File: src/rtl/frame_sequencer.sv
// frame_sequencer: selects the animation frame, advancing only at the start of vertical sync
// Ports:
//   vgaclk       - 25 MHz pixel clock, the only clock
//   reset_n      - synchronous active-low reset
//   vsync        - active-low vertical sync from the timing controller
//   btn_step     - raw push button, steps one frame in manual mode
//   mode_auto    - raw switch, 1 = auto-advance every HOLD_FRAMES frames
//   frame_sel    - current frame index for the rectangle mux
//   frame_start  - one-cycle pulse in the cycle frame_sel updates
//   step_pending - manual step accepted, waiting for the next vsync
//   auto_active  - synchronized, registered mode_auto
module frame_sequencer #(
  parameter int NUM_FRAMES   = 4,
  parameter int HOLD_FRAMES  = 15,
  parameter int DEBOUNCE_CYC = 50000,
  localparam int FW = $clog2(NUM_FRAMES)
) (
  input  logic          vgaclk,
  input  logic          reset_n,
  input  logic          vsync,
  input  logic          btn_step,
  input  logic          mode_auto,
  output logic [FW-1:0] frame_sel,
  output logic          frame_start,
  output logic          step_pending,
  output logic          auto_active
);
  typedef enum logic [1:0] {MANUAL_IDLE, MANUAL_PEND, AUTO} state_t;
  state_t state;
  logic btn_s1, btn_s2, mode_s1, mode_s2, btn_db, step, vs_q;
  logic [15:0] db_cnt;
  logic [7:0] hold_cnt;
  logic vs_start;
  logic [FW-1:0] next_sel;
  assign vs_start = vs_q & ~vsync;
  assign next_sel = (frame_sel == FW'(NUM_FRAMES - 1)) ? '0 : frame_sel + FW'(1);
  always_ff @(posedge vgaclk) begin
    if (!reset_n) begin
      {btn_s1, btn_s2, mode_s1, mode_s2} <= '0;
      btn_db       <= 1'b0;
      step         <= 1'b0;
      db_cnt       <= '0;
      vs_q         <= 1'b1;
      auto_active  <= 1'b0;
      hold_cnt     <= '0;
      frame_sel    <= '0;
      frame_start  <= 1'b0;
      step_pending <= 1'b0;
      state        <= MANUAL_IDLE;
    end else begin
      {btn_s1, btn_s2} <= {btn_step, btn_s1};
      {mode_s1, mode_s2} <= {mode_auto, mode_s1};
      vs_q <= vsync;
      auto_active <= mode_s2;
      // db_cnt counts consecutive cycles the synchronized level differs from the accepted one
      db_cnt <= (btn_s2 == btn_db || db_cnt == 16'(DEBOUNCE_CYC - 1)) ? '0 : db_cnt + 16'd1;
      btn_db <= (btn_s2 != btn_db && db_cnt == 16'(DEBOUNCE_CYC - 1)) ? btn_s2 : btn_db;
      // step pulses in the same cycle btn_db rises
      step <= btn_s2 & ~btn_db & (db_cnt == 16'(DEBOUNCE_CYC - 1));
      frame_start <= 1'b0;
      // a mode change wins over any advance in the same cycle
      if (mode_s2 != auto_active) begin
        state        <= mode_s2 ? AUTO : MANUAL_IDLE;
        hold_cnt     <= '0;
        step_pending <= 1'b0;
      end else begin
        case (state)
          MANUAL_IDLE: begin
            if (step && vs_start) begin
              frame_sel   <= next_sel;
              frame_start <= 1'b1;
            end else if (step) begin
              state        <= MANUAL_PEND;
              step_pending <= 1'b1;
            end
          end
          MANUAL_PEND: begin
            if (vs_start) begin
              frame_sel    <= next_sel;
              frame_start  <= 1'b1;
              step_pending <= 1'b0;
              state        <= MANUAL_IDLE;
            end
          end
          default: begin
            if (vs_start) begin
              hold_cnt <= (hold_cnt == 8'(HOLD_FRAMES - 1)) ? '0 : hold_cnt + 8'd1;
              if (hold_cnt == 8'(HOLD_FRAMES - 1)) begin
                frame_sel   <= next_sel;
                frame_start <= 1'b1;
              end
            end
          end
        endcase
      end
    end
  end
  // frame_sel may only move on a vs_start cycle (reset excepted)
  tear_check: assert property (@(posedge vgaclk) (reset_n && !vs_start) |=> (!reset_n || $stable(frame_sel)));
endmodule

File: config.mk
export PLATFORM = sky130hd
export DESIGN_NAME = frame_sequencer
export DESIGN_NICKNAME = d
export VERILOG_FILES = /design/src/rtl/frame_sequencer.sv
export SDC_FILE = /design/constraint.sdc
export NUM_CORES = 1
export LEC_CHECK = 0
export ABC_AREA = 1
export BUFFER_PORTS_ARGS = -buffer_cell sky130_fd_sc_hd__buf_2
export CAP_MARGIN = 20
export CORE_ASPECT_RATIO = 0.6
export CORE_MARGIN = 2
export CORE_UTILIZATION = 64
export DETAILED_ROUTE_END_ITERATION = 7
export PLACE_DENSITY = 0.83
export SYNTH_ARGS = -nofsm -noshare
export SYNTH_HDL_FRONTEND = slang
export SYNTH_SLANG_ARGS = --single-unit
File: constraint.sdc
create_clock -name vgaclk -period 3.05 [get_ports vgaclk]
set_input_delay 0.1525 -clock vgaclk [delete_from_list [all_inputs] [get_ports vgaclk]]
set_output_delay 0.1525 -clock vgaclk [all_outputs]
set_load 0.1 [all_outputs]
## After elaboration in Yosys (flattened, before gate mapping)

Cells that the tools add are included.

| operators by class | value |
|---|---|
| bitwise logic cells | 8 |
| multiplexer cells | 22 |
| equality and inequality tests | 14 |
| reductions and logical operators | 15 |
| add/sub/neg operators | 3 |

Operators with widths:

| operator | count |
|---|---|
| 2-bit 2-to-1 mux | 10 |
| 16-bit by 1-bit adder with 16-bit output (second input constant) | 1 |
| 16-bit equality test (second input constant) | 1 |
| 3-bit != test (second input constant) | 3 |
| 8-bit by 1-bit adder with 8-bit output (second input constant) | 1 |
| 8-bit by 4-bit equality test with 1-bit output (second input constant) | 1 |
| 8-bit 2-to-1 mux | 1 |
| 2-bit != test (second input constant) | 4 |
| 2-bit one-hot mux with 2 select lines | 2 |
| 4-bit AND reduction | 2 |
| 1-bit 2-to-1 mux | 7 |
| 3-bit nonzero test | 2 |
| 2-bit OR reduction | 3 |
| 1-bit inverter | 5 |
| 5-bit AND reduction | 1 |
| 1-bit one-hot mux with 2 select lines | 2 |
| 2-bit nonzero test | 2 |
| 1-bit AND | 3 |
| 2-bit by 1-bit adder with 2-bit output (second input constant) | 1 |
| 2-bit by 1-bit equality test with 1-bit output (second input constant) | 1 |
| 2-bit equality test (second input constant) | 1 |
| 1-bit logical AND | 2 |
| 2-bit zero test | 1 |
| 1-bit != test | 2 |
| other kinds (3) | 3 |

| storage, ports and cells | value |
|---|---|
| logic and storage cells | 76 |
| register bits after elaboration | 38 |
| bits of input ports | 5 |

## Depth between registers and ports, before layout

Gate-level depths: netlist of run 1.

| depth | value |
|---|---|
| word-level depth | 6 |
| mapped depth | 8 |
| mapped depth without buffers | 8 |

## Least setup slack after synthesis of run 1

Ideal clock, no wire load.

| path | value |
|---|---|
| path type | register -> register |
| from | register auto_active |
| to | register frame_sel[0] |
| data arrival time | 1.885 ns |
| slack | 1.046 ns |
| cell stages (with the launch flop) | 8 |
| period minus slack after synthesis | 2.004 ns |
| library setup time | 0.119 ns |
| path buffers | 0 |
| path through | dfxtp_1 > inv_1 > ha_1 > nand2_1 > a21oi_1 > nand3_1 > nand2_1 > nor2_1 |

| between the ends | value |
|---|---|
| word-level cells in the longest chain between the ends | 3 |

RTL lines:

| item | line | RTL |
|---|---|---|
| start, declared | 26 | `output logic auto_active` |
| start signal, assigned | 54 | `auto_active <= mode_s2;` |
| 1-bit != test | 62 | `if (mode_s2 != auto_active) begin` |
| 1-bit inverter (no source line) | - |  |
| 5-bit AND reduction (no source line) | - |  |
| end signal, assigned | 70 | `frame_sel <= next_sel;` |
| end signal, assigned | 79 | `frame_sel <= next_sel;` |
| end signal, assigned | 89 | `frame_sel <= next_sel;` |
| end, declared | 23 | `output logic [FW-1:0] frame_sel,` |

No other way between the ends.
A chain may end at the register's enable or synchronous reset.

## Worst setup path in the final report of run 1

| path | value |
|---|---|
| from | register db_cnt[0] |
| to | register db_cnt[12] |

| between the ends | value |
|---|---|
| word-level cells in the longest chain between the ends | 3 |
| elaborated cells on any way between the ends | 4 |
| those cells by class | add/sub (1); eq/ne (1); reduce/logical (2) |

RTL lines:

| item | line | RTL |
|---|---|---|
| start, declared | 31 | `logic [15:0] db_cnt;` |
| start signal, assigned | 56 | `db_cnt <= (btn_s2 == btn_db \|\| db_cnt == 16'(DEBOUNCE_CYC - 1)) ? '0 : db_cnt + 16'd1;` |
| parallel branches: the longest is 3 deep, another holds 16-bit by 1-bit adder with 16-bit output | - |  |

Several ways; the timed one is not identified.

==> impl_metrics.yaml, run 1 <==
worst_setup_path:
  critPathKind: "flip-flop to flip-flop"
  start_kind: "flip-flop"
  cp_max_fo: 16
  crit_start: "db_cnt[0]"
  rrSetupSlack_ns: 1.53
  reg2reg_to: "db_cnt[12]"
  critPathRequiredTime_ns: 3.23
  rr_startpoint: "db_cnt[0]"
  endpoint_kind: "flip-flop"
  worstPathArrival_ns: 1.70
  rr_worst_depth: 6
routing:
  ant_nets: 0
  wl_um: 3760
  drcViolationCount: 0
  vias: 1660
  wire_per_inst_um: 12.2
  first_pass_iters: 7
  viasPerCell: 5.39
  first_iter_violations: 176
clock_network:
  clock_latency_ns: 0.29
  cts.repair.resized: 0
  clock_sinks: 38
  post-cts-setup-buffers: 0
  hold_buffers: 0
  cts_buffer_depth: 2
  cts_tree: "yes"
  path_clk_slew_ns: 0.07
  htree_num_levels: 2
  cts_buffers: 5
  root_buffer: "clkbuf_8"
logic_synthesis:
  syn_nets: 271
  synth_edf_count: 0
  synth_warnings: 0
  yosysSeqAreaShare_pct: 41.2
  syn_area_sq_um: 1850
  syn_avg_cell_area_sq_um: 7.11
  ys.flop_type: "dfxtp_1"
  synth_top_cell_area_share_pct: 41.2
  synth-async-reset-ratio_pct: 0
  synth_area_leader_cell: "dfxtp_1"
  ys_top_cells_by_area: "dfxtp_1, nand2_1, inv_1"
  synth_cell_types: 26
  netlist_top_cells_count: "nand2_1, inv_1, dfxtp_1"
  synth-seq-cells: 38
  synth.most_common_cell: "nand2_1"
  syn_inst: 260
global_routing:
  grt_max_degree: 17
  grt-ovfl-total: 0
  track_usage_pct: 24.4
  antenna_found_initial: 0
  grt_pass1_vias: 1404
  grt_pass1_wl_um: 6050
pwr:
  leakage_nw: 0.789
  power.density_nw_per_um2: 488
  irDropWorstVdd_v: 0.000353
  power_mw: 0.992
timing:
  clock_skew_ns: 0.00212
  slew_headroom_pct: 67.9
  layout_setup_ws_ns: 1.53
  fin_crit_ns: 1.52
  max_freq_mhz: 659
  setup_viol: 0
  tightest_slew_ns: 0.485
  period_share_pct: 49.8
  rsz0062_at_grt: "no"
  hold_violations: 0
  tns_ns: 0
  slew_viol_final: 0
flow_run:
  drv_cap: 0
die:
  die_h_um: 45.6
  core.rowCount: 15
  start_util_pct: 65.6
  die-area_sq_um: 3350
  coreArea_sq_um: 2820
  design.portCount: 10
  die_x_um: 73.4
placed_design:
  dp_cells: 301
  place.port_buffers: 9
  hpwlAfterDp_um: 2640
  preCtsSetupSlack_ns: 1.55
  gp_congestion: 0.910
cells_and_area:
  final_cells: 308
  n_antenna_cell: 0
  final_util_pct: 72.2
  fin_nets: 285
  drive_gt1_share_pct: 10.2
  area_delta_synth_final_pct: 10.0
hold_path:
  min_to: "btn_s1"
  hold_depth: 3
  hold_start: "btn_step"
  hold_class: "input pin to flip-flop"
run_status:
  status: "finished, final reports clean"
## metal layers
layer  global-route usage (%)  vias up  part of all wire, %
li1                         -      855                    -
met1                     34.4      746                   53
met2                     34.2       52                   39
met3                     7.74        7                  7.1
met4                     10.5        0                  1.4
met5                        0        -                    0
## power breakdown
part	total (mW)	internal [mW]	switching [mW]
registers	0.507	0.503	0.00461
logic	0.0471	0.0125	0.0346
clock network	0.437	0.262	0.176
total	0.992	0.777	0.215
## critical path, stage by stage, from the launching register on
cell     delay, ns
dfxtp_1       0.42
ha_1          0.26
nand3_2       0.14
nor2_2        0.15
nand4_2       0.16
nand2_4       0.21
a21oi_1       0.07
## how the worst max path moves through the flow
| stage | end | slack, ns | cells past startpoint |
|---|---|---|---|
| 5_1_grt | db_cnt[10] | 1.41 | 7 |
| 4_1_cts | db_cnt[10] | 1.55 | 6 |
| 2_1_floorplan | frame_sel[0] | 1.05 | 7 |
| 3_5_place_dp | db_cnt[10] | 1.55 | 6 |
| 6_report | db_cnt[12] | 1.53 | 6 |
| 3_3_place_gp | db_cnt[10] | 1.66 | 6 |
## final cells by class
class	instances	area [sq um]
multi-input cells	181	926
fillers	237	782
flip-flops and latches	38	761
inverters	39	146
clock buffers	6	82.6
repair buffers	9	45.0
well taps	34	42.5
clock inverters	1	30.0
## cells by family after synthesis
group | Yosys count | share of synthesized area, %
AND/OR/NAND/NOR | 146 | 36.4
XOR/XNOR | 6 | 2.84
flip-flops | 38 | 41.2
buffers and inverters | 41 | 8.73
AO/OA/AOI/OAI | 23 | 6.77
adder cells (fa/ha/maj) | 6 | 4.06
## registers in the layout (all words and copies together), names as in the netlist, 2 cells and up
name       cells
frame_sel      2
db_cnt        16
state          2
hold_cnt       8
## per-stage QoR
stage / cell area (sq um) / hold WS [ns]
2_1_floorplan: 1850 / 0.249
3_5_place_dp: 1920 / 0.340
4_1_cts: 2030 / 0.0306
5_1_grt: 2030 / 0.0330
3_3_place_gp: 1920 / 0.332
6_report: 2030 / 0.0379
## cell usage in the layout (no fill, tap or decap), drive strengths merged
| cell | instances |
|---|---|
| nand2 | 62 |
| inv | 39 |
| dfxtp | 38 |
| nor2 | 38 |
| a21oi | 19 |
| nand3 | 19 |
| nor3 | 15 |
| nand4 | 10 |
| buf | 9 |
| ha | 6 |
| clkbuf | 6 |
| xor2 | 5 |
| o21bai | 2 |
| xnor2 | 1 |
| a31oi | 1 |
| nand3b | 1 |
| o21ai | 1 |
| or2 | 1 |
| bufinv | 1 |
(Power assumes the default switching activity.)
==> run 2, diff against run 1 <==
- CORE_UTILIZATION: 64 -> 59
- PLACE_DENSITY: 0.83 -> 0.77
- clock period: 3.05 -> 1.5 ns (I/O delays scaled with it)
==> run 2 against run 1 <==
Flip-flop and latch count did not move. Worst hold slack improved by 0.024 ns. Clock-buffer cell count rose by 1. Combinational power rose by 140%. Routed wire length rose by 2.3%. Critical endpoint is now db_cnt[10]. Largest power group unchanged. Total power rose by 100%. Core utilization rose by 1.2 points.
==> impl_metrics.yaml, run 2 (synthesized netlist as in run 1, its figures left out) <==
die:
  die_h_um: 47.4
  start_util_pct: 63.1
  die_x_um: 76.3
  die-area_sq_um: 3610
  design.portCount: 10
  coreArea_sq_um: 2930
  core.rowCount: 15
clock_network:
  cts_buffers: 5
  root_buffer: "clkbuf_8"
  path_clk_slew_ns: 0.07
  cts_buffer_depth: 2
  htree_num_levels: 2
  post-cts-setup-buffers: 0
  clock_sinks: 38
  cts_tree: "yes"
  clock_latency_ns: 0.30
cells_and_area:
  largest_reg_flops: 16
  final_area_sq_um: 2150
  final_util_pct: 73.4
  drive_gt1_share_pct: 13.8
  final_cell_mix: "nand2_1, inv_1, nor2_1, dfxtp_1"
  n_antenna_cell: 0
  final_common_cell: "nand2_1"
  area_delta_synth_final_pct: 16.3
  final_cells: 324
  fin_nets: 292
  top_register: "db_cnt"
  reg_top3: "db_cnt x16, hold_cnt x8"
global_routing:
  busiest_layer: "met2"
  antenna_found_initial: 0
  grt_use_met2_pct: 35.9
  grt_pass1_vias: 1451
  grt-ovfl-total: 0
  track_usage_pct: 23.6
  grt_pass1_wl_um: 6440
  grtUsageMet3_pct: 5.77
  grt_max_degree: 17
  met1_usage_pct: 33.1
timing:
  tightest_slew_ns: 0.487
  rsz0062_at_grt: "no"
  whs_ns: 0.0618
  setup_viol: 0
  clock_skew_ns: 0.00841
  tns_ns: 0
  layout_setup_ws_ns: 0.0927
  max_freq_mhz: 711
  fin_crit_ns: 1.41
  slew_viol_final: 0
  hold_violations: 0
  period_share_pct: 93.8
  slew_headroom_pct: 67.8
pwr:
  pwr-share-clk_pct: 42.9
  p_sw_mw: 0.445
  p_int_mw: 1.56
  power.density_nw_per_um2: 931
  power_mw: 2.00
  p_comb_share_pct: 5.6
  irDropWorstVdd_v: 0.000729
  leakage_nw: 0.836
  p_seq_share_pct: 51.5
  switching_share_pct: 22.2
routing:
  vias: 1636
  first_pass_iters: 4
  first_iter_violations: 131
  drcViolationCount: 0
  ant_nets: 0
  wire_per_inst_um: 11.9
  viasPerCell: 5.05
  wl_um: 3850
run_status:
  status: "finished, final reports clean"
worst_setup_path:
  rrSetupSlack_ns: 0.09
  start_kind: "flip-flop"
  endpoint_kind: "flip-flop"
  rr_worst_depth: 5
  critPathRequiredTime_ns: 1.68
  path_cells: "nand2_1 -> nor3_1 -> nand4_4 -> nand2_4 -> nor2_1"
  worstPathArrival_ns: 1.59
  max_stage_delay_ns: 0.38
  cp_max_fo: 8
  critPathSlowestCell: "dfxtp_1"
  critPathKind: "flip-flop to flip-flop"
hold_path:
  hold_class: "input pin to flip-flop"
  hold_depth: 2
placed_design:
  preCtsSetupSlack_ns: 0.0879
  place.port_buffers: 9
  gp_congestion: 0.970
  hpwlAfterDp_um: 2850
  placed_area_sq_um: 1960
  dp_cells: 312
flow_run:
  drv_cap: 0
run 2: cell types whose count changed in the layout (fill, tap and decap cells not counted), sizes merged:
cell	before	now
clkbuf	6	7
dlygate4sd3	0	3
buf	9	12
nand2	62	63
run 2: routing by layer:
metal	up-vias	part of all wire (%)
met3	6	5.5
met1	722	54
met4	0	1.5
li1	875	-
met2	33	39
met5	-	0
run 2: worst max-delay path: cells and delay by family (launching register included):
| family | cells | cell delay [ns] |
|---|---|---|
| DFF | 1 | 0.38 |
| and+or+nand+nor | 5 | 0.93 |
run 2: power groups by stage:
stage	clock [mW]	combinational, mW	sequential [mW]
finish	0.858	0.113	1.03
global route	0.899	0.124	1.03
CTS	0.869	0.110	1.03
detailed placement	0	0.102	1.05
global placement	0	0.0996	1.05
floorplan	0	0.0546	1.07
run 2: final cells by class:
| type | instances | area (sq um) |
|---|---|---|
| clock inverters | 1 | 30.0 |
| fillers | 241 | 778 |
| multi-input cells | 182 | 980 |
| repair buffers | 15 | 97.6 |
| flip-flops and latches | 38 | 767 |
| well taps | 42 | 52.6 |
| inverters | 39 | 146 |
| clock buffers | 7 | 76.3 |
run 2: path summary, 6_finish.rpt:
kind	startpoint	end
max	db_cnt[8]	db_cnt[10]
min	reset_n	vs_q
max reg2reg	db_cnt[8]	db_cnt[10]
min reg2reg	btn_s1	btn_s2
run 2: timing repair:
item,in CTS,in global routing
hold buffers,3,0
gates resized for setup,0,9
hold endpoints to repair,3,0
endpoints found under the setup margin,0,21
==> run 3, diff against run 2 <==
- CORE_ASPECT_RATIO: 0.6 -> 1.25
- SETUP_SLACK_MARGIN: default -> 0.1
- SLEW_MARGIN: default -> 10
==> run 3 against run 2 <==
Routed wire length down 5.4%. Non-clock buffer count unchanged. Flip-flop and latch count unchanged. Critical path type unchanged. Critical endpoint is now db_cnt[9]. Largest cell class unchanged. Highest routed layer unchanged.
==> impl_metrics.yaml, run 3 (synthesized netlist as in run 1, its figures left out) <==
run_status:
  status: "finished, final reports clean"
die:
  core.rowCount: 22
  design.portCount: 10
  start_util_pct: 62.2
  coreArea_sq_um: 2970
  die_x_um: 54.1
  die_h_um: 66.6
  die-area_sq_um: 3600
routing:
  drcViolationCount: 0
  wl_um: 3640
  ant_nets: 0
  wire_per_inst_um: 11.4
  first_pass_iters: 5
  first_iter_violations: 62
  viasPerCell: 5.27
  vias: 1675
worst_setup_path:
  critPathRequiredTime_ns: 1.75
  critPathSlowestCell: "dfxtp_1"
  cp_top_family: "simple AND/OR/NAND/NOR gates"
  start_kind: "flip-flop"
  critPathKind: "flip-flop to flip-flop"
  endpoint_kind: "flip-flop"
  path_cells: "nand2_1 -> nor3_2 -> nand4_4 -> nand2_4 -> a21oi_1"
  max_stage_delay_ns: 0.42
  worstPathArrival_ns: 1.64
  cp_max_fo: 8
  cp_num_buf_inv: 0
global_routing:
  grt_max_degree: 13
  grt_pass1_vias: 1444
  busiest_layer: "met2"
  antenna_found_initial: 0
  grtUsageMet3_pct: 4.71
  grt_use_met2_pct: 40.2
  track_usage_pct: 22.9
  met1_usage_pct: 25.0
  grt_pass1_wl_um: 5920
  grt-ovfl-total: 0
cells_and_area:
  final_area_sq_um: 2140
  area_delta_synth_final_pct: 15.8
  fillCellCount: 244
  final_cell_mix: "nand2_1, inv_1, nor2_1, dfxtp_1"
  largest_reg_flops: 16
  reg_top3: "db_cnt x16, hold_cnt x8"
  n_antenna_cell: 0
  top_register: "db_cnt"
  drive_gt1_share_pct: 17.0
  final_common_cell: "nand2_1"
  fin_nets: 292
pwr:
  irDropWorstVdd_v: 0.000706
  leakage_nw: 0.841
  power.density_nw_per_um2: 812
clock_network:
  htree_num_levels: 2
  cts_tree: "yes"
  cts_buffers: 5
  root_buffer: "clkbuf_4"
  clock_latency_ns: 0.36
  clock_sinks: 38
  cts_buffer_depth: 2
  path_clk_slew_ns: 0.13
timing:
  hold_violations: 0
  setup_viol: 0
  fin_crit_ns: 1.39
  tightest_slew_ns: 0.483
  tns_ns: 0
  max_freq_mhz: 720
  slew_viol_final: 0
  clock_skew_ns: 0.0130
  period_share_pct: 92.5
  slew_headroom_pct: 68.0
  rsz0062_at_grt: "yes"
flow_run:
  drv_cap: 0
placed_design:
  place.port_buffers: 9
  gp_congestion: 0.816
  hpwlAfterDp_um: 2520
  placed_area_sq_um: 1960
hold_path:
  hold_class: "input pin to flip-flop"
## run 3: changes by cell type in the layout (fill, tap and decap cells not counted), moves of 2 or more
cell | previous run | this run
dfxtp_2 | 2 | 4
nor2_2 | 0 | 2
nor3_2 | 2 | 4
nor3_1 | 12 | 9
clkbuf_4 | 0 | 5
clkbuf_1 | 2 | 0
clkbuf_8 | 5 | 1
nor2_1 | 36 | 34
dfxtp_1 | 35 | 33
## run 3: timing repair
item / 4_1_cts / 5_1_grt
gates cloned: 1 / 0
buffers inserted: 0 / 0
hold endpoints to repair: 3 / 0
hold buffers: 4 / 0
endpoints found under the setup margin: 14 / 17
pin swaps: 1 / 4
resized for setup: 3 / 12
## run 3: per-stage QoR
stage	std cells	util, %	power (mW)	setup slack (ns)	hold slack [ns]
final	318	72.0	1.74	0.112	0.0212
after floorplan	260	-	1.13	0.103	0.172
after global placement	305	66.1	1.15	0.163	0.256
after global routing	318	72.0	1.79	0.0420	0.0403
after detailed placement	305	66.1	1.16	0.108	0.260
after CTS	318	70.4	1.74	0.102	0.0230
## run 3: final timing paths
check / depth (start not counted) / slack, ns / to / from
hold / removal: 3 / 0.02 / btn_s1 / reset_n
setup reg to reg: 5 / 0.11 / db_cnt[9] / db_cnt[9]
hold reg to reg: 2 / 0.42 / mode_s2 / mode_s1
setup / recovery: 5 / 0.11 / db_cnt[9] / db_cnt[9]
## run 3: layout make-up
type	count	area, sq um	area share [%]
multi-input cells	182	1020	47.5
repair buffers	15	100	4.68
clock inverters	2	12.5	0.584
well taps	36	45.0	2.10
inverters	39	146	6.84
flip-flops and latches	38	769	35.9
clock buffers	6	51.3	2.40
## run 3: per-layer routing
| layer | vias up | part of all wire [%] | wire length [um] |
|---|---|---|---|
| met5 | - | 0 | 0 |
| met2 | 45 | 51 | 1860 |
| met1 | 736 | 41 | 1490 |
| met4 | 0 | 3.3 | 120 |
| li1 | 874 | - | - |
| met3 | 20 | 4.6 | 167 |
## run 3: power breakdown
group | internal (mW) | switching [mW] | total, mW
clock network | 0.225 | 0.368 | 0.593
logic | 0.0399 | 0.0742 | 0.114
registers | 1.02 | 0.00979 | 1.03
total | 1.29 | 0.452 | 1.74
## run 3: worst reg2reg max path, delay by kind of cell (launching register included)
kind / cells / cell delay [ns]
flip-flops: 1 / 0.42
AO/OA/AOI/OAI: 1 / 0.05
AND/OR/NAND/NOR: 4 / 0.82
